**config.mk**
```make
export PLATFORM = sky130hd
export DESIGN_NAME = ula_serial
export DESIGN_NICKNAME = d
export VERILOG_FILES = /design/src/rtl/ula_pkg.sv /design/src/rtl/ula_slice.sv /design/src/rtl/ula_serial.sv
export SDC_FILE = /design/constraint.sdc
export NUM_CORES = 1
export LEC_CHECK = 0
export CORE_UTILIZATION = 47
export CTS_CLUSTER_DIAMETER = 80
export DETAILED_ROUTE_END_ITERATION = 6
export PLACE_DENSITY = 0.75
export SLEW_MARGIN = 20
export SYNTH_ARGS = -nofsm -noshare
export SYNTH_HDL_FRONTEND = slang
export SYNTH_HIERARCHICAL = 1
export SYNTH_SLANG_ARGS = --single-unit
```
**constraint.sdc**
```tcl
create_clock -name clk -period 1.8 [get_ports clk]
set_input_delay 0.54 -clock clk [delete_from_list [all_inputs] [get_ports clk]]
set_output_delay 0.54 -clock clk [all_outputs]
set_load 0.1 [all_outputs]
```
**src/rtl/ula_pkg.sv**
```systemverilog
// Shared codes and types for the bit-serial ALU: function/shift encodings,
// FSM state constants and the captured control word.
package ula_pkg;

   localparam logic [1:0] FN_AND  = 2'b00;
   localparam logic [1:0] FN_OR   = 2'b01;
   localparam logic [1:0] FN_NOTB = 2'b10;
   localparam logic [1:0] FN_ADD  = 2'b11;

   localparam logic [1:0] SH_NONE = 2'b00;
   localparam logic [1:0] SH_SRA1 = 2'b01;
   localparam logic [1:0] SH_SLL8 = 2'b10;

   typedef logic [1:0] state_t;

   localparam state_t ST_IDLE  = 2'b00;
   localparam state_t ST_RUN   = 2'b01;
   localparam state_t ST_SHIFT = 2'b10;

   // Control word latched at start; inc is consumed directly into the carry
   typedef struct packed {
      logic       f0;
      logic       f1;
      logic       ena;
      logic       enb;
      logic       inva;
      logic [1:0] sh;
   } ctrl_t;

endpackage

```
**src/rtl/ula_slice.sv**
```systemverilog
// One-bit ALU slice: operand gating/inversion followed by AND, OR, NOT b or
// full add. Carry-out is forced low for the logic functions.
module ula_slice
   import ula_pkg::*;
(
   input  logic a,
   input  logic b,
   input  logic cin,
   input  logic f0,
   input  logic f1,
   input  logic ena,
   input  logic enb,
   input  logic inva,
   output logic y,
   output logic co
);

   logic a_eff;
   logic b_eff;

   always_comb begin
      a_eff = (a & ena) ^ inva;
      b_eff = b & enb;
      y     = 1'b0;
      co    = 1'b0;
      case ({f0, f1})
         FN_AND:  y = a_eff & b_eff;
         FN_OR:   y = a_eff | b_eff;
         FN_NOTB: y = ~b_eff;
         FN_ADD: begin
            y  = a_eff ^ b_eff ^ cin;
            co = (a_eff & b_eff) | (cin & (a_eff ^ b_eff));
         end
         default: y = 1'b0;
      endcase
   end

endmodule

```
**src/rtl/ula_serial.sv**
```systemverilog
// Bit-serial ALU: captures operands on start, processes one bit per clock
// LSB first through a single slice, then applies the post-shift and flags.
module ula_serial
   import ula_pkg::*;
#(
   parameter int unsigned WIDTH = 8
) (
   input  logic             clk,
   input  logic             rst_n,
   input  logic             start,
   input  logic [WIDTH-1:0] a,
   input  logic [WIDTH-1:0] b,
   input  logic             f0,
   input  logic             f1,
   input  logic             ena,
   input  logic             enb,
   input  logic             inva,
   input  logic             inc,
   input  logic [1:0]       sh,
   output logic             busy,
   output logic             done,
   output logic [WIDTH-1:0] result,
   output logic             n_flag,
   output logic             z_flag,
   output logic             cout
);

   localparam int unsigned CNT_W = (WIDTH > 1) ? $clog2(WIDTH) : 1;

   state_t             state;
   state_t             state_nx;
   logic [CNT_W-1:0]   cnt;
   logic [WIDTH-1:0]   a_q;
   logic [WIDTH-1:0]   b_q;
   logic [WIDTH-1:0]   acc;
   ctrl_t              ctrl_q;
   logic               carry;
   logic               slice_y;
   logic               slice_co;
   logic               last_bit_c;
   logic               fn_add_c;
   logic [WIDTH-1:0]   shifted_c;

   assign last_bit_c = (cnt == CNT_W'(WIDTH - 1));
   assign fn_add_c   = ({ctrl_q.f0, ctrl_q.f1} == FN_ADD);

   ula_slice u_slice (
      .a    (a_q[0]),
      .b    (b_q[0]),
      .cin  (carry),
      .f0   (ctrl_q.f0),
      .f1   (ctrl_q.f1),
      .ena  (ctrl_q.ena),
      .enb  (ctrl_q.enb),
      .inva (ctrl_q.inva),
      .y    (slice_y),
      .co   (slice_co)
   );

   always_ff @(posedge clk or negedge rst_n) begin
      if (!rst_n) state <= ST_IDLE;
      else        state <= state_nx;
   end

   always_comb begin
      state_nx = state;
      case (state)
         ST_IDLE:  if (start) state_nx = ST_RUN;
         ST_RUN:   if (last_bit_c) state_nx = ST_SHIFT;
         ST_SHIFT: state_nx = ST_IDLE;
         default:  state_nx = ST_IDLE;
      endcase
   end

   // Left shift by 8 naturally yields zero when WIDTH <= 8
   always_comb begin
      shifted_c = acc;
      case (ctrl_q.sh)
         SH_NONE: shifted_c = acc;
         SH_SRA1: shifted_c = {acc[WIDTH-1], acc[WIDTH-1:1]};
         SH_SLL8: shifted_c = acc << 8;
         default: shifted_c = acc;
      endcase
   end

   always_ff @(posedge clk or negedge rst_n) begin
      if (!rst_n) begin
         cnt    <= '0;
         a_q    <= '0;
         b_q    <= '0;
         acc    <= '0;
         ctrl_q <= '0;
         carry  <= 1'b0;
         busy   <= 1'b0;
         done   <= 1'b0;
         result <= '0;
         n_flag <= 1'b0;
         z_flag <= 1'b0;
         cout   <= 1'b0;
      end else begin
         busy <= (state_nx != ST_IDLE);
         done <= (state == ST_SHIFT);
         case (state)
            ST_IDLE: begin
               if (start) begin
                  a_q    <= a;
                  b_q    <= b;
                  ctrl_q <= '{f0: f0, f1: f1, ena: ena, enb: enb, inva: inva, sh: sh};
                  cnt    <= '0;
                  carry  <= inc;
               end
            end
            ST_RUN: begin
               a_q   <= a_q >> 1;
               b_q   <= b_q >> 1;
               acc   <= {slice_y, acc[WIDTH-1:1]};
               carry <= slice_co;
               cnt   <= cnt + CNT_W'(1);
            end
            ST_SHIFT: begin
               result <= shifted_c;
               n_flag <= shifted_c[WIDTH-1];
               z_flag <= (shifted_c == '0);
               cout   <= fn_add_c & carry;
            end
            default: ;
         endcase
      end
   end

endmodule

```
# Yosys cells after proc, flatten, opt, wreduce, memory -nomap -nowiden
# Cells that the tools add are included.
[op_classes] bitwise_logic=11 eq_ne=9 n_reduce_logical=7 mux=14 addsub=1
[ops] op="8-bit case mux with 2 select lines" n=3
[ops] op="8-bit two-way mux" n=2
[ops] op="2-bit == test, second input constant" n=4
[ops] op="8-bit logical NOT" n=1
[ops] op="2-bit by 1-bit == test with 1-bit output, second input constant" n=3
[ops] op="3-bit case mux with 2 select lines" n=1
[ops] op="1-bit bitwise AND" n=5
[ops] op="2-bit logical NOT" n=2
[ops] op="2-bit two-way mux" n=2
[ops] op="1-bit case mux with 4 select lines" n=1
[ops] op="2-bit case mux with 2 select lines" n=1
[ops] op="2-bit AND reduction" n=2
[ops] op="2-bit nonzero test" n=2
[ops] op="3-bit by 1-bit adder with 3-bit output, second input constant" n=1
[ops] op="3-bit == test, second input constant" n=1
[ops] op="3-bit two-way mux" n=1
[ops] op="1-bit bitwise XOR" n=3
[ops] op="1-bit two-way mux" n=2
[ops] op="2-bit inequality test, second input constant" n=1
[ops] op="1-bit bitwise OR" n=2
[ops] op="1-bit case mux with 2 select lines" n=1
[ops] op="1-bit inverter" n=1
[word_totals] output_inout_bits=13 ff_bits=50 word_cells=60

# Longest topological paths before layout
[logic_depth] ltp_word=7 ltp_mapped=7 ltp_nobuf=6

# By module
# Netlist, hierarchy kept.
[by_module_without_submodules] module="ula_serial" seq_area_each_um2=1226.2 n_inst=1 cells_each=223 area_per_inst_um2=2153.3
[by_module_without_submodules] module="ula_slice" seq_area_each_um2=0.0 n_inst=1 cells_each=14 area_per_inst_um2=117.6

# Least setup slack after synthesis
# No wires, ideal clock.
[synth_timing] path_type="register to register" startpoint="register ctrl_q[2] (netlist name)" endpoint="register acc[7]" t_required_ns=1.675 t_arrival_ns=1.804 slack_ns=-0.129 stages_incl_launch_ff=6 path_buffers=0 setup_time_ns=0.125 cell_sequence="dfrtp_1 xor2_1 fa_1 inv_1 mux4_2 mux2_2"
[synth_between] elab_chain_cells=4
[synth_rtl] item="start, declared" line_no="ula_serial.sv:36" text="ctrl_t ctrl_q;"
[synth_rtl] item="start signal, assigned" line_no="ula_serial.sv:108" text="ctrl_q <= '{f0: f0, f1: f1, ena: ena, enb: enb, inva: inva, sh: sh};"
[synth_rtl] item="1-bit bitwise XOR *" line_no="ula_slice.sv:22" text="a_eff = (a & ena) ^ inva;"
[synth_rtl] item="1-bit bitwise XOR (2 in a row)" line_no="ula_slice.sv:31" text="y = a_eff ^ b_eff ^ cin;"
[synth_rtl] item="1-bit case mux with 4 select lines *" line_no="ula_slice.sv:26" text="case ({f0, f1})"
[synth_rtl] item="named net slice_y" line_no="ula_serial.sv:38" text="logic slice_y;"
[synth_rtl] item="end signal, assigned" line_no="ula_serial.sv:116" text="acc <= {slice_y, acc[WIDTH-1:1]};"
[synth_rtl] item="end, declared" line_no="ula_serial.sv:35" text="logic [WIDTH-1:0] acc;"
# Mark *: on every way through the listed nets, which the timed path passes. The rest lies on a longest branch.
# A chain may end at the register's enable or synchronous reset.

# Final worst setup path
# Ends and elaborated chain as after synthesis.

==> flow_metrics.tcl <==
set metrics [dict create \
    setup_ws_ps -153 \
    synth_top_area_share_pct 54.0 \
    avgSynthCellArea_um2 9.58 \
    clock_skew_ps 7.25 \
    critical_path_arrival_ps 2140 \
    violations "negative setup slack" \
    synth-edff-count 0 \
    combPwrFrac_pct 52.9 \
    dpl_cell_area_um2 2940 \
    io_pins 40 \
    critical_path_class "reg2reg" \
    r2r-end "acc[7]" \
    critPathCaptureType "flip-flop" \
    whs_ps 187 \
    finalHoldViolations 0 \
    ys_seq_elements 49 \
    syn_inst 237 \
    period_share_pct 109 \
    r2r_setup_slack_ps -150 \
    tns_ps -153 \
    setup_viol 1 \
    p_sw_mw 2.50 \
    worst_pin_slew_ps 650 \
    grt_usage_pct 18.8 \
    swShare_pct 42.0 \
    die_h_um 71.5 \
    p_total_mw 5.95 \
    critPathSlowestCell "fa_1" \
    portBuffers 39 \
    p_int_mw 3.45 \
    rsz0062_at_grt "true" \
    cap_violations 0 \
    max_stage_delay_ps 480 \
    drc_errors 0 \
    dieArea_um2 5110 \
    fillers 348 \
    achievable-frequency_ghz 0.512 \
    cts-buffers-inserted 5 \
    area_growth_pct 34.9 \
    timing.rr.start "ctrl_q[2]" \
    dr.pass1.iters 4 \
    required_ps 1990 \
    wire_per_inst_um 12.2 \
    period_needed_ps 1950 \
    root_buffer "clkbuf_8" \
    drv_slew 0 \
    synth_area_um2 2270 \
    yosys.area.top_type "dfrtp_1" \
    ant_nets 0 \
    viasPerCell 5.17 \
    crit_chain "xor2_2, fa_1, inv_1, mux4_2, mux2_2" \
    clock_latency_ps 290 \
    dr.first_iter.drc_count 128 \
    grt_max_degree 38 \
    hold_class "in2async" \
    ys.flop_type "dfrtp_1" \
    yosysMostFrequentCell "nand2_1" \
    grt_pass1_wl_um 7380 \
    ctsHoldBuffers 0 \
    fp-row-count 24 \
    status "finished with violations" \
    async_flop_share_pct 100 \
    nNetsFinal 315 \
    antenna_found_initial 0 \
    r2r_cells 5 \
    cts_sinks 49 \
    dp.final_hpwl_um 2890 \
    clk_pin_slew_ps 90 \
    clkPwrFrac_pct 13.5 \
    synthDistinctLibCells 32 \
    slew-limit-headroom_pct 56.7 \
    power_density_nw_per_um2 1940 \
    grt_pass1_vias 1680 \
    start_kind "flip-flop" \
    max-vdd-ir-drop_uv 1080 \
    ys_warn_count 6 \
    ys_top_cells_by_count "65 x nand2_1, 49 x dfrtp_1, 20 x nor2_1" \
    design_area_um2 3060 \
    fin_util_pct 68.0 \
    htreeDepth 2 \
    cts_resized 0 \
    leakagePower_nw 1.43 \
    syn_nets 270 \
    via_count 1732 \
    yosys-top-cells-area "dfrtp_1 54%, nand2_1 11%, a31oi_1 4.1%" \
    diodes 0 \
    routed_wl_um 4090 \
    crit_fanout 2 \
    gp_congestion 0.781 \
    start_util_pct 50.4 \
    drive_gt1_share_pct 18.7 \
    cts_tree "built" \
    seq_area_frac_synth_pct 54.0 \
    core_area_um2 4500 \
    power_frac_seq_pct 33.7 \
    fp.dieW_um 71.5 \
    grt_overflow 0 \
    cts_buffer_depth 2 \
]
## cells in the final DEF, fill, tap and decap left out, types with 6 or more instances in the layout
| master | netlist | layout |
|---|---|---|
| dfrtp_1 | 49 | 48 |
| clkdlybuf4s50_1 | 0 | 25 |
| nand3_1 | 6 | 6 |
| a31oi_1 | 15 | 15 |
| and3b_1 | 6 | 6 |
| inv_1 | 9 | 9 |
| clkbuf_8 | 0 | 6 |
| nor2_1 | 20 | 20 |
| a21oi_1 | 7 | 7 |
| buf_4 | 1 | 10 |
| nand2_1 | 65 | 64 |
| o21ai_0 | 13 | 13 |
| mux2_2 | 8 | 8 |
| buf_12 | 0 | 17 |
## per-stage QoR
step / setup WS [ps] / std cells
after global placement: -140 / 326
final: -153 / 335
after global routing: -248 / 335
after CTS: -164 / 335
after floorplan: -125 / 237
after detailed placement: -181 / 326
## cell type report
type | instances | area, um2 | share of cell area, %
inverter | 9 | 33.8 | 1.10
clock inverter | 1 | 30.0 | 0.980
multi-input combinational | 164 | 950 | 31.0
tap | 52 | 65.1 | 2.12
timing repair buffer | 53 | 671 | 21.9
clock buffer | 7 | 86.3 | 2.82
sequential | 49 | 1230 | 40.1
## critical path, delay by kind of cell (launching register included)
kind                     cells  cell delay, ps
buffers and inverters        1              40
XOR/XNOR                     1             190
adder cells (fa/ha/maj)      1             480
flip-flops                   1             420
multiplexers                 2             730
## flip-flops by register name, summed over array words and instances (netlist names)
signal and cells:
a_q 8, acc 8, b_q 8, busy 1, carry 1, cnt 3, cout 1, ctrl_q 7
done 1, result 8, state 2, z_flag 1
## power groups by stage
stage | clock network, mW | registers, mW | logic, mW
final | 0.801 | 2.00 | 3.15
after CTS | 0.825 | 2.01 | 3.16
after detailed placement | 0 | 2.02 | 3.15
after floorplan | 0 | 2.49 | 1.58
after global routing | 0.862 | 2.08 | 3.45
after global placement | 0 | 2.00 | 3.05
## worst max-delay path by stage
stage / startpoint / endpoint / slack [ps]
6_report: ctrl_q[2] / acc[7] / -150
3_5_place_dp: ctrl_q[4] / acc[7] / -180
3_3_place_gp: ctrl_q[4] / acc[7] / -140
5_1_grt: a_q[0] / acc[7] / -250
4_1_cts: ctrl_q[2] / acc[7] / -160
2_1_floorplan: ctrl_q[4] / acc[7] / -120
## logic make-up after synthesis
family / after synthesis / share of synthesized area, %
AOI/OAI and AO/OA: 41 / 11.2
xor gates and xnor gates: 2 / 0.771
adders and majority gates: 6 / 3.64
buffers and inverters: 24 / 4.74
DFF: 49 / 54.0
muxes: 9 / 4.96
and+or+nand+nor: 106 / 20.7
## metal layers
layer	up-vias	wire, um	track usage, %
li1	878	-	-
met1	804	1920	23.0
met2	41	1950	32.0
met3	9	137	3.66
met4	0	85	9.15
met5	-	0	0
## repair_timing
item	in CTS	in global routing
endpoints found under the hold margin	0	0
pin swaps	2	0
buffers inserted	1	0
gates cloned	0	0
endpoints found under the setup margin	1	1
Note: power is estimated with default switching activity, not from simulation.
